### config.mk
export PLATFORM = sky130hd
export DESIGN_NAME = can_rx_fifo
export DESIGN_NICKNAME = d
export VERILOG_FILES = /design/src/rtl/can_rx_fifo.sv
export SDC_FILE = /design/constraint.sdc
export NUM_CORES = 1
export LEC_CHECK = 0
export CAP_MARGIN = 10
export CORE_MARGIN = 2
export CORE_UTILIZATION = 40
export CTS_CLUSTER_DIAMETER = 30
export DETAILED_ROUTE_END_ITERATION = 8
export MAX_ROUTING_LAYER = met4
export PLACE_DENSITY = 0.62
export SLEW_MARGIN = 20
export SYNTH_ARGS = -nofsm -noshare
export SYNTH_HDL_FRONTEND = slang
export SYNTH_SLANG_ARGS = --single-unit
### constraint.sdc
create_clock -name clk -period 11.5 [get_ports clk]
set_input_delay 1.15 -clock clk [delete_from_list [all_inputs] [get_ports clk]]
set_output_delay 1.15 -clock clk [all_outputs]
set_load 0.03 [all_outputs]
### src/rtl/can_rx_fifo.sv
// rtl/can_rx_fifo.sv - CAN receive FIFO: whole-frame byte store, per-frame length queue, overrun tracking
module can_rx_fifo #(
  parameter int DEPTH      = 64,
  parameter int INFO_DEPTH = 16,
  parameter int MAX_LEN    = 13
) (
  input  logic       clk,
  input  logic       rst,
  input  logic       reset_mode,
  input  logic       wr_en,
  input  logic [7:0] wr_data,
  input  logic       frame_done,
  input  logic       frame_abort,
  input  logic       release_buffer,
  input  logic       clear_data_overrun,
  input  logic [3:0] rd_offset,
  output logic [7:0] rd_data,
  output logic [3:0] rx_frame_len,
  output logic       rx_buffer_status,
  output logic [4:0] msg_count,
  output logic       data_overrun
);
  localparam int AW = $clog2(DEPTH);
  localparam int IW = $clog2(INFO_DEPTH);

  logic [7:0]    mem  [DEPTH];
  logic [3:0]    info [INFO_DEPTH];
  logic [AW-1:0] wr_ptr, frame_start, rd_ptr;
  logic [AW:0]   byte_cnt;
  logic [3:0]    cur_len;
  logic          ovr_pending;
  logic [IW-1:0] info_wr, info_rd;

  logic          active, fifo_full, frame_full, wr_req, wr_ok, ovr_set, ovr_next;
  logic          commit, abort, discard, push, rel;
  logic [3:0]    pend_len, head_len, rel_len, disc_len;
  logic [AW:0]   byte_cnt_nxt;

  // The same-cycle write is folded into the pending frame before commit is judged.
  always_comb begin
    active     = !reset_mode;
    fifo_full  = (byte_cnt == (AW+1)'(DEPTH)) || (msg_count == 5'(INFO_DEPTH));
    frame_full = (cur_len == 4'(MAX_LEN));
    wr_req     = active && wr_en && !frame_abort;
    wr_ok      = wr_req && !fifo_full && !frame_full;
    ovr_set    = wr_req && fifo_full && !frame_full;
    pend_len   = cur_len + 4'(wr_ok);
    ovr_next   = ovr_pending || ovr_set;
    commit     = active && frame_done && !frame_abort;
    abort      = active && frame_abort;
    discard    = abort || (commit && ovr_next);
    push       = commit && !ovr_next && (pend_len != 4'd0);
    rel        = active && release_buffer && (msg_count != 5'd0);
    head_len   = info[info_rd];
    rel_len    = rel ? head_len : 4'd0;
    disc_len   = discard ? pend_len : 4'd0;
    byte_cnt_nxt = byte_cnt + (AW+1)'(wr_ok) - (AW+1)'(disc_len) - (AW+1)'(rel_len);
  end

  always_ff @(posedge clk or negedge rst) begin
    if (!rst) begin
      wr_ptr      <= '0;
      frame_start <= '0;
      rd_ptr      <= '0;
      byte_cnt    <= '0;
      cur_len     <= '0;
      ovr_pending <= 1'b0;
      info_wr     <= '0;
      info_rd     <= '0;
      msg_count   <= '0;
    end else if (reset_mode) begin
      wr_ptr      <= '0;
      frame_start <= '0;
      rd_ptr      <= '0;
      byte_cnt    <= '0;
      cur_len     <= '0;
      ovr_pending <= 1'b0;
      info_wr     <= '0;
      info_rd     <= '0;
      msg_count   <= '0;
    end else begin
      wr_ptr      <= discard ? frame_start : wr_ptr + AW'(wr_ok);
      if (push)
        frame_start <= wr_ptr + AW'(wr_ok);
      byte_cnt    <= byte_cnt_nxt;
      cur_len     <= (commit || abort) ? 4'd0 : pend_len;
      ovr_pending <= (commit || abort) ? 1'b0 : ovr_next;
      if (push)
        info_wr <= info_wr + 1'b1;
      if (rel) begin
        info_rd <= info_rd + 1'b1;
        rd_ptr  <= rd_ptr + AW'(head_len);
      end
      msg_count   <= msg_count + 5'(push) - 5'(rel);
    end
  end

  // Set beats clear when both land on the same edge.
  always_ff @(posedge clk or negedge rst) begin
    if (!rst)
      data_overrun <= 1'b0;
    else if (commit && ovr_next)
      data_overrun <= 1'b1;
    else if (clear_data_overrun)
      data_overrun <= 1'b0;
  end

  always_ff @(posedge clk) begin
    if (wr_ok)
      mem[wr_ptr] <= wr_data;
    if (push)
      info[info_wr] <= pend_len;
  end

  always_comb begin
    rx_buffer_status = (msg_count != 5'd0);
    rx_frame_len     = rx_buffer_status ? info[info_rd] : 4'd0;
    rd_data          = (rx_buffer_status && (rd_offset < rx_frame_len))
                       ? mem[rd_ptr + AW'(rd_offset)] : 8'h00;
  end
endmodule

== Word-level counts from Yosys, hierarchy flattened ==
Memory sizes are Yosys's and may differ from the RTL's.
Cells that the tools add are included.

* Memories kept: 2
* Latch bits: 0
* Register bits: 44
* Output and inout port bits: 19
* Bits of input ports: 20
* Bits in writable memories: 576
* Bits in read-only memories: 0
* Word-level logic and storage cells: 82

{| class="wikitable"
|+ Memory list
! name !! depth !! width !! rd ports !! clocked after memory_dff !! wr ports !! line !! RTL
|-
| mem || 64 || 8 || 1 || 0 || 1 || 26 || <nowiki>logic [7:0] mem [DEPTH];</nowiki>
|-
| info || 16 || 4 || 1 || 0 || 1 || 27 || <nowiki>logic [3:0] info [INFO_DEPTH];</nowiki>
|}

* Multipliers: 0
* Order comparisons: 1
* Mux-type cells: 26
* Eq/ne operators: 3
* Div/mod/pow operators: 0
* Bitwise logic cells: 0
* Add/sub/neg operators: 11
* Shifts and indexed selects: 0
* Reduce and logical (&&, ||, !) cells: 29

{| class="wikitable"
|+ Operators with widths
! kind !! number
|-
| 4-bit 2-to-1 mux || 9
|-
| 6-bit 2-to-1 mux || 6
|-
| 1-bit logical AND || 15
|-
| 7-bit by 4-bit subtractor with 7-bit output || 2
|-
| 6-bit by 4-bit adder with 6-bit output || 2
|-
| 4-bit by 1-bit adder with 4-bit output, second input constant || 2
|-
| 1-bit 2-to-1 mux || 8
|-
| 8-bit 2-to-1 mux || 1
|-
| 7-bit by 1-bit adder with 7-bit output || 1
|-
| 7-bit == test, second input constant || 1
|-
| 7-bit 2-to-1 mux || 1
|-
| 6-bit by 1-bit adder with 6-bit output || 1
|-
| 2-bit nonzero test || 3
|-
| 5-bit by 1-bit adder with 5-bit output || 1
|-
| 5-bit == test, second input constant || 1
|-
| 1-bit zero test || 5
|-
| 5-bit 2-to-1 mux || 1
|-
| 5-bit nonzero test || 1
|-
| 5-bit by 1-bit subtractor with 5-bit output || 1
|-
| 4-bit by 1-bit adder with 4-bit output || 1
|-
| 4-bit == test, second input constant || 1
|-
| 1-bit logical OR || 4
|-
| 4-bit less-than comparator || 1
|-
| 4-bit nonzero test || 1
|}

== Depth between registers and ports, before layout ==
Gate-level depths: netlist (run 1).

* Depth after elaboration: 12
* Depth in mapped cells: 22
* Depth with buffers taken out: 20

== Worst setup path before layout (run 1) ==
OpenSTA, ideal clock, no wires.

* Path type: input to register
* Start: input frame_abort
* End: register msg_count[4]
* Cell stages on the path: 20
* Library setup time: 78 ps
* Arrival time: 4,957 ps
* Path buffers: 2
* Path slack: 6,465 ps
* Data required time: 11,422 ps
* Path through: nor2_1 nand3_1 nor2_1 ha_1 ha_1 xor2_1 nor3_1 a21oi_1 and2_1 buf_2 buf_2 inv_1 ha_1 inv_1 ha_1 fa_1 a21oi_1 nor2_1 or3_1 a21oi_1

* Elaborated cells between the ends (all ways): 16
* Classes of those cells: add/sub (3); mux (1); reduce/logical (12)

{| class="wikitable"
|+ RTL lines
! element !! line !! RTL
|-
| start: declaration || 13 || <nowiki>input logic frame_abort,</nowiki>
|-
| 1-bit zero test || 44 || <nowiki>wr_req = active && wr_en && !frame_abort;</nowiki>
|-
| 1-bit logical AND || 44 ||
|-
| 1-bit logical AND (2 in a row) || 45 || <nowiki>wr_ok = wr_req && !fifo_full && !frame_full;</nowiki>
|-
| 4-bit by 1-bit adder with 4-bit output || 47 || <nowiki>pend_len = cur_len + 4'(wr_ok);</nowiki>
|-
| net pend_len[2] || 36 || <nowiki>logic [3:0] pend_len, head_len, rel_len, disc_len;</nowiki>
|-
| 4-bit nonzero test || 52 || <nowiki>push = commit && !ovr_next && (pend_len != 4'd0);</nowiki>
|-
| 1-bit logical AND || 52 ||
|-
| 5-bit by 1-bit adder with 5-bit output || 94 || <nowiki>msg_count <= msg_count + 5'(push) - 5'(rel);</nowiki>
|-
| 5-bit by 1-bit subtractor with 5-bit output || 94 ||
|-
| 5-bit 2-to-1 mux || 71 || <nowiki>end else if (reset_mode) begin</nowiki>
|-
| end signal: assignment || 94 ||
|-
| end: declaration || 20 || <nowiki>output logic [4:0] msg_count,</nowiki>
|}

The timed path passes the listed nets, and every way through them passes these cells.
A chain may end at the register's enable or synchronous reset.

== Final worst setup path (run 1) ==
* Start: input rd_offset[0]
* End: output rd_data[4]

* Longest elaborated chain between the ends: 3
* Elaborated cells between the ends (all ways): 5
* Classes of those cells: add/sub (1); order compare (1); mux (1); reduce/logical (1); memory (1)

{| class="wikitable"
|+ RTL lines
! element !! line !! RTL
|-
| start: declaration || 16 || <nowiki>input logic [3:0] rd_offset,</nowiki>
|-
| 6-bit by 4-bit adder with 6-bit output / 4-bit less-than comparator (equally long branches) || 119, 118 ||
|-
| memory 64 x 8 bit / 1-bit logical AND (equally long branches) || - ||
|-
| 8-bit 2-to-1 mux (*) || 119 || <nowiki>? mem[rd_ptr + AW'(rd_offset)] : 8'h00;</nowiki>
|-
| end: declaration || 17 || <nowiki>output logic [7:0] rd_data,</nowiki>
|}

Mark *: on every way between the ends. The rest lies on a longest branch, timed or not.

==> key figures, run 1 <==
Run status
  – Run status: completed

Logic synthesis
  – Predominant post-synthesis flop cell: edfxtp_1
  – Post-Syn Area: 25600 µm²
  – Synthesized instance count: 1453
  – YS warnings: 0
  – Synth area leaders: edfxtp_1 (67%), mux4_2 (12%), dfrtp_1 (4.3%), nand3_1 (2.6%), ha_1 (1.8%)
  – Synth Net Count: 1517
  – Yosys top cell by area: edfxtp_1
  – Yosys reg bits: 620
  – Asr flop ratio synth: 7.10%
  – Syn avg cell area: 17.7 µm²
  – Post-synthesis sequential area ratio: 71.7%
  – Yosys top cell area share: 67.4%
  – Number of distinct library cells after synthesis: 53
  – EDFF count, synth: 576

Floorplan
  – Initial Utilization: 40.6%
  – Die W: 257 µm
  – Core Region: 63200 µm²
  – Die footprint: 66200 µm²
  – Cell Rows: 92
  – Die height: 257 µm
  – IO Pins: 39

Layout
  – Seq. cell area: 18400 µm²
  – Antenna cells: 0
  – Share of cells above drive strength 1: 22.9%
  – Number of fill cells: 5131
  – Area delta synth->final: 20.9%
  – Multi-input gate area in the final layout: 6850 µm²
  – Nets: 1609

Clock tree
  – TritonCTS clock tree: done
  – Htree depth: 3
  – Clk buf depth: 3
  – CTS Sinks: 620
  – Post-CTS Setup Bufs: 0
  – CTS Root Cell: clkbuf_16
  – Clk Latency, worst-skew pair: 0.68 ns
  – TritonCTS buffer count: 112
  – Clk pin slew, worst setup/hold paths: 0.04 ns
  – CTS hold repair buffers: 0
  – Resized cells post-CTS: 0

Timing
  – Max-slew headroom: 23.1%
  – Minimum clock period: 7.60 ns
  – Clock Skew: 0.0518 ns
  – Setup TNS: 0 ns
  – Worst setup margin: 3.90 ns
  – RSZ-0062 raised after global routing: no
  – Setup Viol. Count Final: 0
  – Fin crit share: 66.1%
  – Hold_ws: 0.526 ns
  – Fin. Hold Viols: 0
  – Worst Tran Pin Value: 1.15 ns
  – Slew Viols, Final: 0
  – Max Fclk: 0.132 GHz

Min path
  – Worst hold path class: reg -> reg

Routing
  – Post-route ant nets: 0
  – Vias: 14100
  – Wire per inst: 25.2 µm
  – Drt via density: 5.67
  – DRT Pass-1 Iters: 5
  – DRC violations left: 0
  – Drt initial violations: 1306
  – Overall routed net length: 62600 µm

Placement
  – RePlAce Congestion: 0.809
  – Port Buf Inserts: 38
  – Dpl hpwl: 35500 µm
  – Setup WS pre-CTS: 3.99 ns

Worst setup path
  – Max FO, Critical Path: 69
  – CP Data Required Time: 10.35 ns
  – Crit path max-delay cell type: buf_4
  – Crit path kind: in -> out
  – CP arrival: 6.45 ns
  – CP cell instances: clkdlybuf4s50_1 -> ha_4 -> fa_4 -> buf_4 -> buf_4 -> mux4_2 -> nand3_1 -> nand3_1 -> nand4_1 -> o22ai_1 -> clkdlybuf4s50_1
  – CP Capture Type: primary output
  – Crit path buffers/inverters: 4
  – Startpoint types: input pin
  – CP peak stage delay: 0.86 ns
  – Top delay family on crit path: buffers and inverters

GRT
  – Largest net degree at the start of global routing: 70
  – GRT Total Usage: 19.7%
  – Gr ovfl total: 0
  – First-pass GRT wire length: 94100 µm
  – Initial antenna violation count: 0
  – Vias in the first global route: 14600

Power and ir drop
  – Leakage: 10.3 nW
  – VDD IR-drop max: 0.161 mV
  – Power per Cell Area: 261 nW/µm²
  – Power Total: 8.08 mW

Run
  – Max-Cap Viols: 0
==> Yosys cell counts (all sizes together), types with 2 or more instances <==
master / number
nand4: 26
mux4: 147
inv: 30
a21o: 6
nand3b: 2
nor2b: 9
or3: 5
a211o: 2
nand2: 41
o211ai: 4
nor3: 10
nor3b: 2
edfxtp: 576
ha: 36
dfrtp: 44
buf: 28
fa: 8
nand2b: 2
nor2: 99
xnor2: 16
o21ai: 76
xor2: 12
o211a: 4
mux2i: 6
and3: 8
and2: 12
o22ai: 10
a21oi: 27
nand3: 135
clkbuf: 55
==> report_power, final <==
part / leakage, nW / internal, mW / switching [mW]
Sequential: 5.78 / 2.50 / 0.0289
Combinational: 2.63 / 0.800 / 1.28
Clock: 1.94 / 2.30 / 1.18
==> cell families after synthesis <==
kind of cell / after synthesis / share of synthesized area (%)
muxes: 154 / 13.3
buffers and inverters: 114 / 1.81
adders and majority gates: 44 / 2.38
AOI/OAI and AO/OA: 138 / 3.14
DFF: 620 / 71.7
and+or+nand+nor: 355 / 6.67
xor gates and xnor gates: 28 / 0.956
==> layout make-up <==
class                           count  share of cell area, %
Clock buffer                      121                   9.25
Clock inverter                     88                   3.83
Inverter                           31                  0.375
Multi-Input combinational cell    719                   22.1
Sequential cell                   620                   59.4
Tap cell                          846                   3.41
Timing Repair Buffer               61                   1.69
==> flip-flops by register name (all words and copies together) (netlist names), 5 cells and up <==
register,flops
mem,512
info,64
byte_cnt,7
frame_start,6
rd_ptr,6
wr_ptr,6
msg_count,5
==> path summary, 6_finish.rpt <==
kind	cells past startpoint	to	from	slack, ns
max in group asynchronous	2	byte_cnt[0]$_DFF_PN0_	rst	10.44
min in group asynchronous	2	info_wr[2]$_DFFE_PN0P_	rst	0.59
worst min-delay path	1	wr_ptr[5]$_DFF_PN0_	frame_start[5]$_DFFE_PN0P_	0.53
worst min register to register	1	wr_ptr[5]$_DFF_PN0_	frame_start[5]$_DFFE_PN0P_	0.53
worst max-delay path	11	rd_data[4]	rd_offset[0]	3.90
worst max register to register	19	msg_count[4]$_DFF_PN0_	msg_count[2]$_DFF_PN0_	5.99
==> cells in the final DEF, fill, tap and decap left out, types with 15 or more instances in the layout <==
| cell type | Yosys | layout |
|---|---|---|
| edfxtp_1 | 576 | 576 |
| mux4_2 | 140 | 140 |
| nand3_1 | 135 | 134 |
| clkbuf_16 | 0 | 113 |
| nor2_1 | 99 | 99 |
| o21ai_0 | 74 | 74 |
| dfrtp_1 | 44 | 44 |
| nand2_1 | 39 | 39 |
| ha_1 | 36 | 35 |
| inv_1 | 30 | 30 |
| clkdlybuf4s50_1 | 0 | 29 |
| nand4_1 | 26 | 26 |
| a21oi_1 | 27 | 24 |
| buf_4 | 0 | 23 |
| bufinv_16 | 0 | 21 |
| xnor2_1 | 16 | 16 |
| clkinv_1 | 1 | 15 |
==> routing by layer <==
layer	track usage, %	share of wire (%)
met5	-	0
met4	7.51	3.1
met3	3.70	6.6
met2	30.3	48
met1	26.1	42
==> per-stage QoR <==
step	utilization, %	cells	cell area (µm²)
6_report	49.0	2486	31000
3_3_place_gp	42.6	2276	26900
2_1_floorplan	-	1453	25600
3_5_place_dp	42.6	2276	26900
5_1_grt	49.0	2486	31000
4_1_cts	49.0	2485	31000
Power figures use the tool's default switching activity.
==> inputs of run 2 (changes only) <==
- PLACE_DENSITY: 0.62 -> 0.64
- clock period: 11.5 -> 6.4 ns (I/O delays scaled with it)
==> run 2 against run 1 <==
Hold slack worse by 0.46 ns; count of clock-buffer cells in the layout up 5; clock power up 72%; routed wire length down 4.0%; combinational power up 65%; sequential share of layout area about the same; critical path depth down 1; core utilization about the same; total power up 73%; critical path type is now reg -> out; largest cell class unchanged.
==> key figures, run 2 (synthesis results as in run 1) <==
Run status
  – Run status: completed

Layout
  – Largest registers: mem (512), info (64), byte_cnt (7)
  – Area delta synth->final: 20.9% (about the same)
  – Commonest non-fill, non-tap cell in the layout: edfxtp_1
  – Seq. cell area: 18400 µm² (unchanged)
  – Share of cells above drive strength 1: 23.6% (+0.68 points)
  – Nets: 1621 (+0.75%)
  – Top reg by flops: mem
  – Multi-input gate area in the final layout: 6850 µm² (unchanged)
  – Number of fill cells: 5082 (-0.95%)
  – Max reg flops: 512 (unchanged)
  – Most frequent cells in the layout: edfxtp_1 (576), mux4_2 (140), nand3_1 (134)
  – Antenna cells: 0 (unchanged)

GRT
  – Initial antenna violation count: 0 (unchanged)
  – First-pass GRT wire length: 90900 µm (-3.4%)
  – Vias in the first global route: 14300 (-1.6%)
  – GRT Total Usage: 18.9% (-0.74 points)
  – Largest net degree at the start of global routing: 65 (-7.1%)
  – Gr ovfl total: 0 (unchanged)

Floorplan
  – Die height: 257 µm (unchanged)
  – Cell Rows: 92 (unchanged)
  – IO Pins: 39 (unchanged)
  – Die W: 257 µm (unchanged)
  – Die footprint: 66200 µm² (unchanged)
  – Initial Utilization: 40.6% (unchanged)
  – Core Region: 63200 µm² (unchanged)

Timing
  – Max-slew headroom: 33.1% (+10 points)
  – Worst setup margin: 0.586 ns (-3.31 ns)
  – Worst Tran Pin Value: 0.999 ns (-0.154 ns)
  – Fin crit share: 90.8%
  – Minimum clock period: 5.81 ns
  – Fin. Hold Viols: 0 (unchanged)
  – Clock Skew: 0.0690 ns (+0.0173 ns)
  – Max Fclk: 0.172 GHz
  – Slew Viols, Final: 0 (unchanged)
  – RSZ-0062 raised after global routing: no
  – Setup TNS: 0 ns (unchanged)
  – Setup Viol. Count Final: 0 (unchanged)

Placement
  – RePlAce Congestion: 0.842 (+4.1%)
  – Setup WS pre-CTS: 1.03 ns (-2.96 ns)
  – Port Buf Inserts: 38 (unchanged)
  – Dpl hpwl: 36500 µm (+2.8%)

Power and ir drop
  – Power per Cell Area: 451 nW/µm² (+73%)
  – Leakage: 10.4 nW (+0.37%)
  – VDD IR-drop max: 0.229 mV (+42%)

Routing
  – Wire per inst: 24.0 µm (-4.6%)
  – Drt via density: 5.61 (-1.2%)
  – Overall routed net length: 60100 µm (-4.0%)
  – DRT Pass-1 Iters: 5 (unchanged)
  – Vias: 14000 (-0.55%)
  – Post-route ant nets: 0 (unchanged)
  – Drt initial violations: 1438 (+10%)
  – DRC violations left: 0 (unchanged)

Clock tree
  – Clk buf depth: 3 (unchanged)
  – CTS hold repair buffers: 0 (unchanged)
  – CTS Sinks: 620 (unchanged)
  – Htree depth: 3 (unchanged)
  – Clk Latency, worst-skew pair: 0.67 ns (about the same)
  – Post-CTS Setup Bufs: 0 (unchanged)
  – Clk pin slew, worst setup/hold paths: 0.05 ns (about the same)
  – CTS Root Cell: clkbuf_16
  – Resized cells post-CTS: 0 (unchanged)
  – TritonCTS buffer count: 113 (+0.89%)
  – TritonCTS clock tree: done

Worst setup path
  – Startpoint types: register
  – CP arrival: 5.17 ns (-1.28 ns)
  – CP Capture Type: primary output
  – CP Data Required Time: 5.76 ns (-4.59 ns)
  – Crit path kind: reg -> out
  – Max FO, Critical Path: 12 (-83%)

Min path
  – Worst hold path class: in -> async

Run
  – Max-Cap Viols: 0 (unchanged)
run 2: worst paths after layout:
| path | depth (start not counted) | slack (ns) | start | to |
|---|---|---|---|---|
| worst max-delay path | 10 | 0.59 | info_rd[0]$_DFFE_PN0P_ | rd_data[1] |
| worst min-delay path | 2 | 0.07 | rst | cur_len[3]$_DFF_PN0_ |
| worst max register to register | 21 | 1.49 | msg_count[2]$_DFF_PN0_ | msg_count[4]$_DFF_PN0_ |
| worst min register to register | 1 | 0.52 | frame_start[2]$_DFFE_PN0P_ | wr_ptr[2]$_DFF_PN0_ |
| max in group asynchronous | 2 | 5.90 | rst | wr_ptr[5]$_DFF_PN0_ |
| min in group clk | 1 | 0.51 | wr_data[5] | mem[7][5]$_DFFE_PP_ |
run 2: layout make-up:
type                       count  share of cell area (%)
clock buffer                 126                    9.35
timing repair buffer          72                    2.12
sequential                   620                    59.3
clock inverter                88                    3.33
multi-input combinational    719                    22.1
tap                          846                    3.41
inverter                      31                   0.375
run 2: power by group:
group	leakage, nW	internal (mW)	switching (mW)
Combinational	2.72	1.37	2.07
Sequential	5.80	4.49	0.0702
Clock	1.87	3.87	2.11
Total	10.4	9.73	4.25
run 2: per-stage QoR:
step | cell area, µm² | power, mW | util (%) | hold slack, ns | cells
2_1_floorplan | 25600 | 6.85 | - | 0.344 | 1453
3_3_place_gp | 27100 | 8.05 | 42.8 | 0.503 | 2288
3_5_place_dp | 27100 | 8.08 | 42.8 | 0.516 | 2288
4_1_cts | 31000 | 14.1 | 49.1 | 0.0707 | 2502
5_1_grt | 31000 | 14.5 | 49.1 | 0.107 | 2502
6_report | 31000 | 14.0 | 49.1 | 0.0659 | 2502
run 2: metal layers:
metal / global-route usage, % / wire length [µm]
met1: 24.9 / 24800
met4: 6.77 / 1630
met2: 29.7 / 29800
met5: - / 0
met3: 3.40 / 3900
run 2: critical path, cell delays in order, from the launching register on:
cell and delay [ns]:
dfrtp_1 0.77, mux4_2 0.60, mux4_2 0.57, nand2_1 0.13
ha_1 0.26, a21oi_1 0.19, nand2_1 0.11, o41ai_4 0.62
nand2_2 0.21, o22ai_1 0.33, clkdlybuf4s50_1 0.73
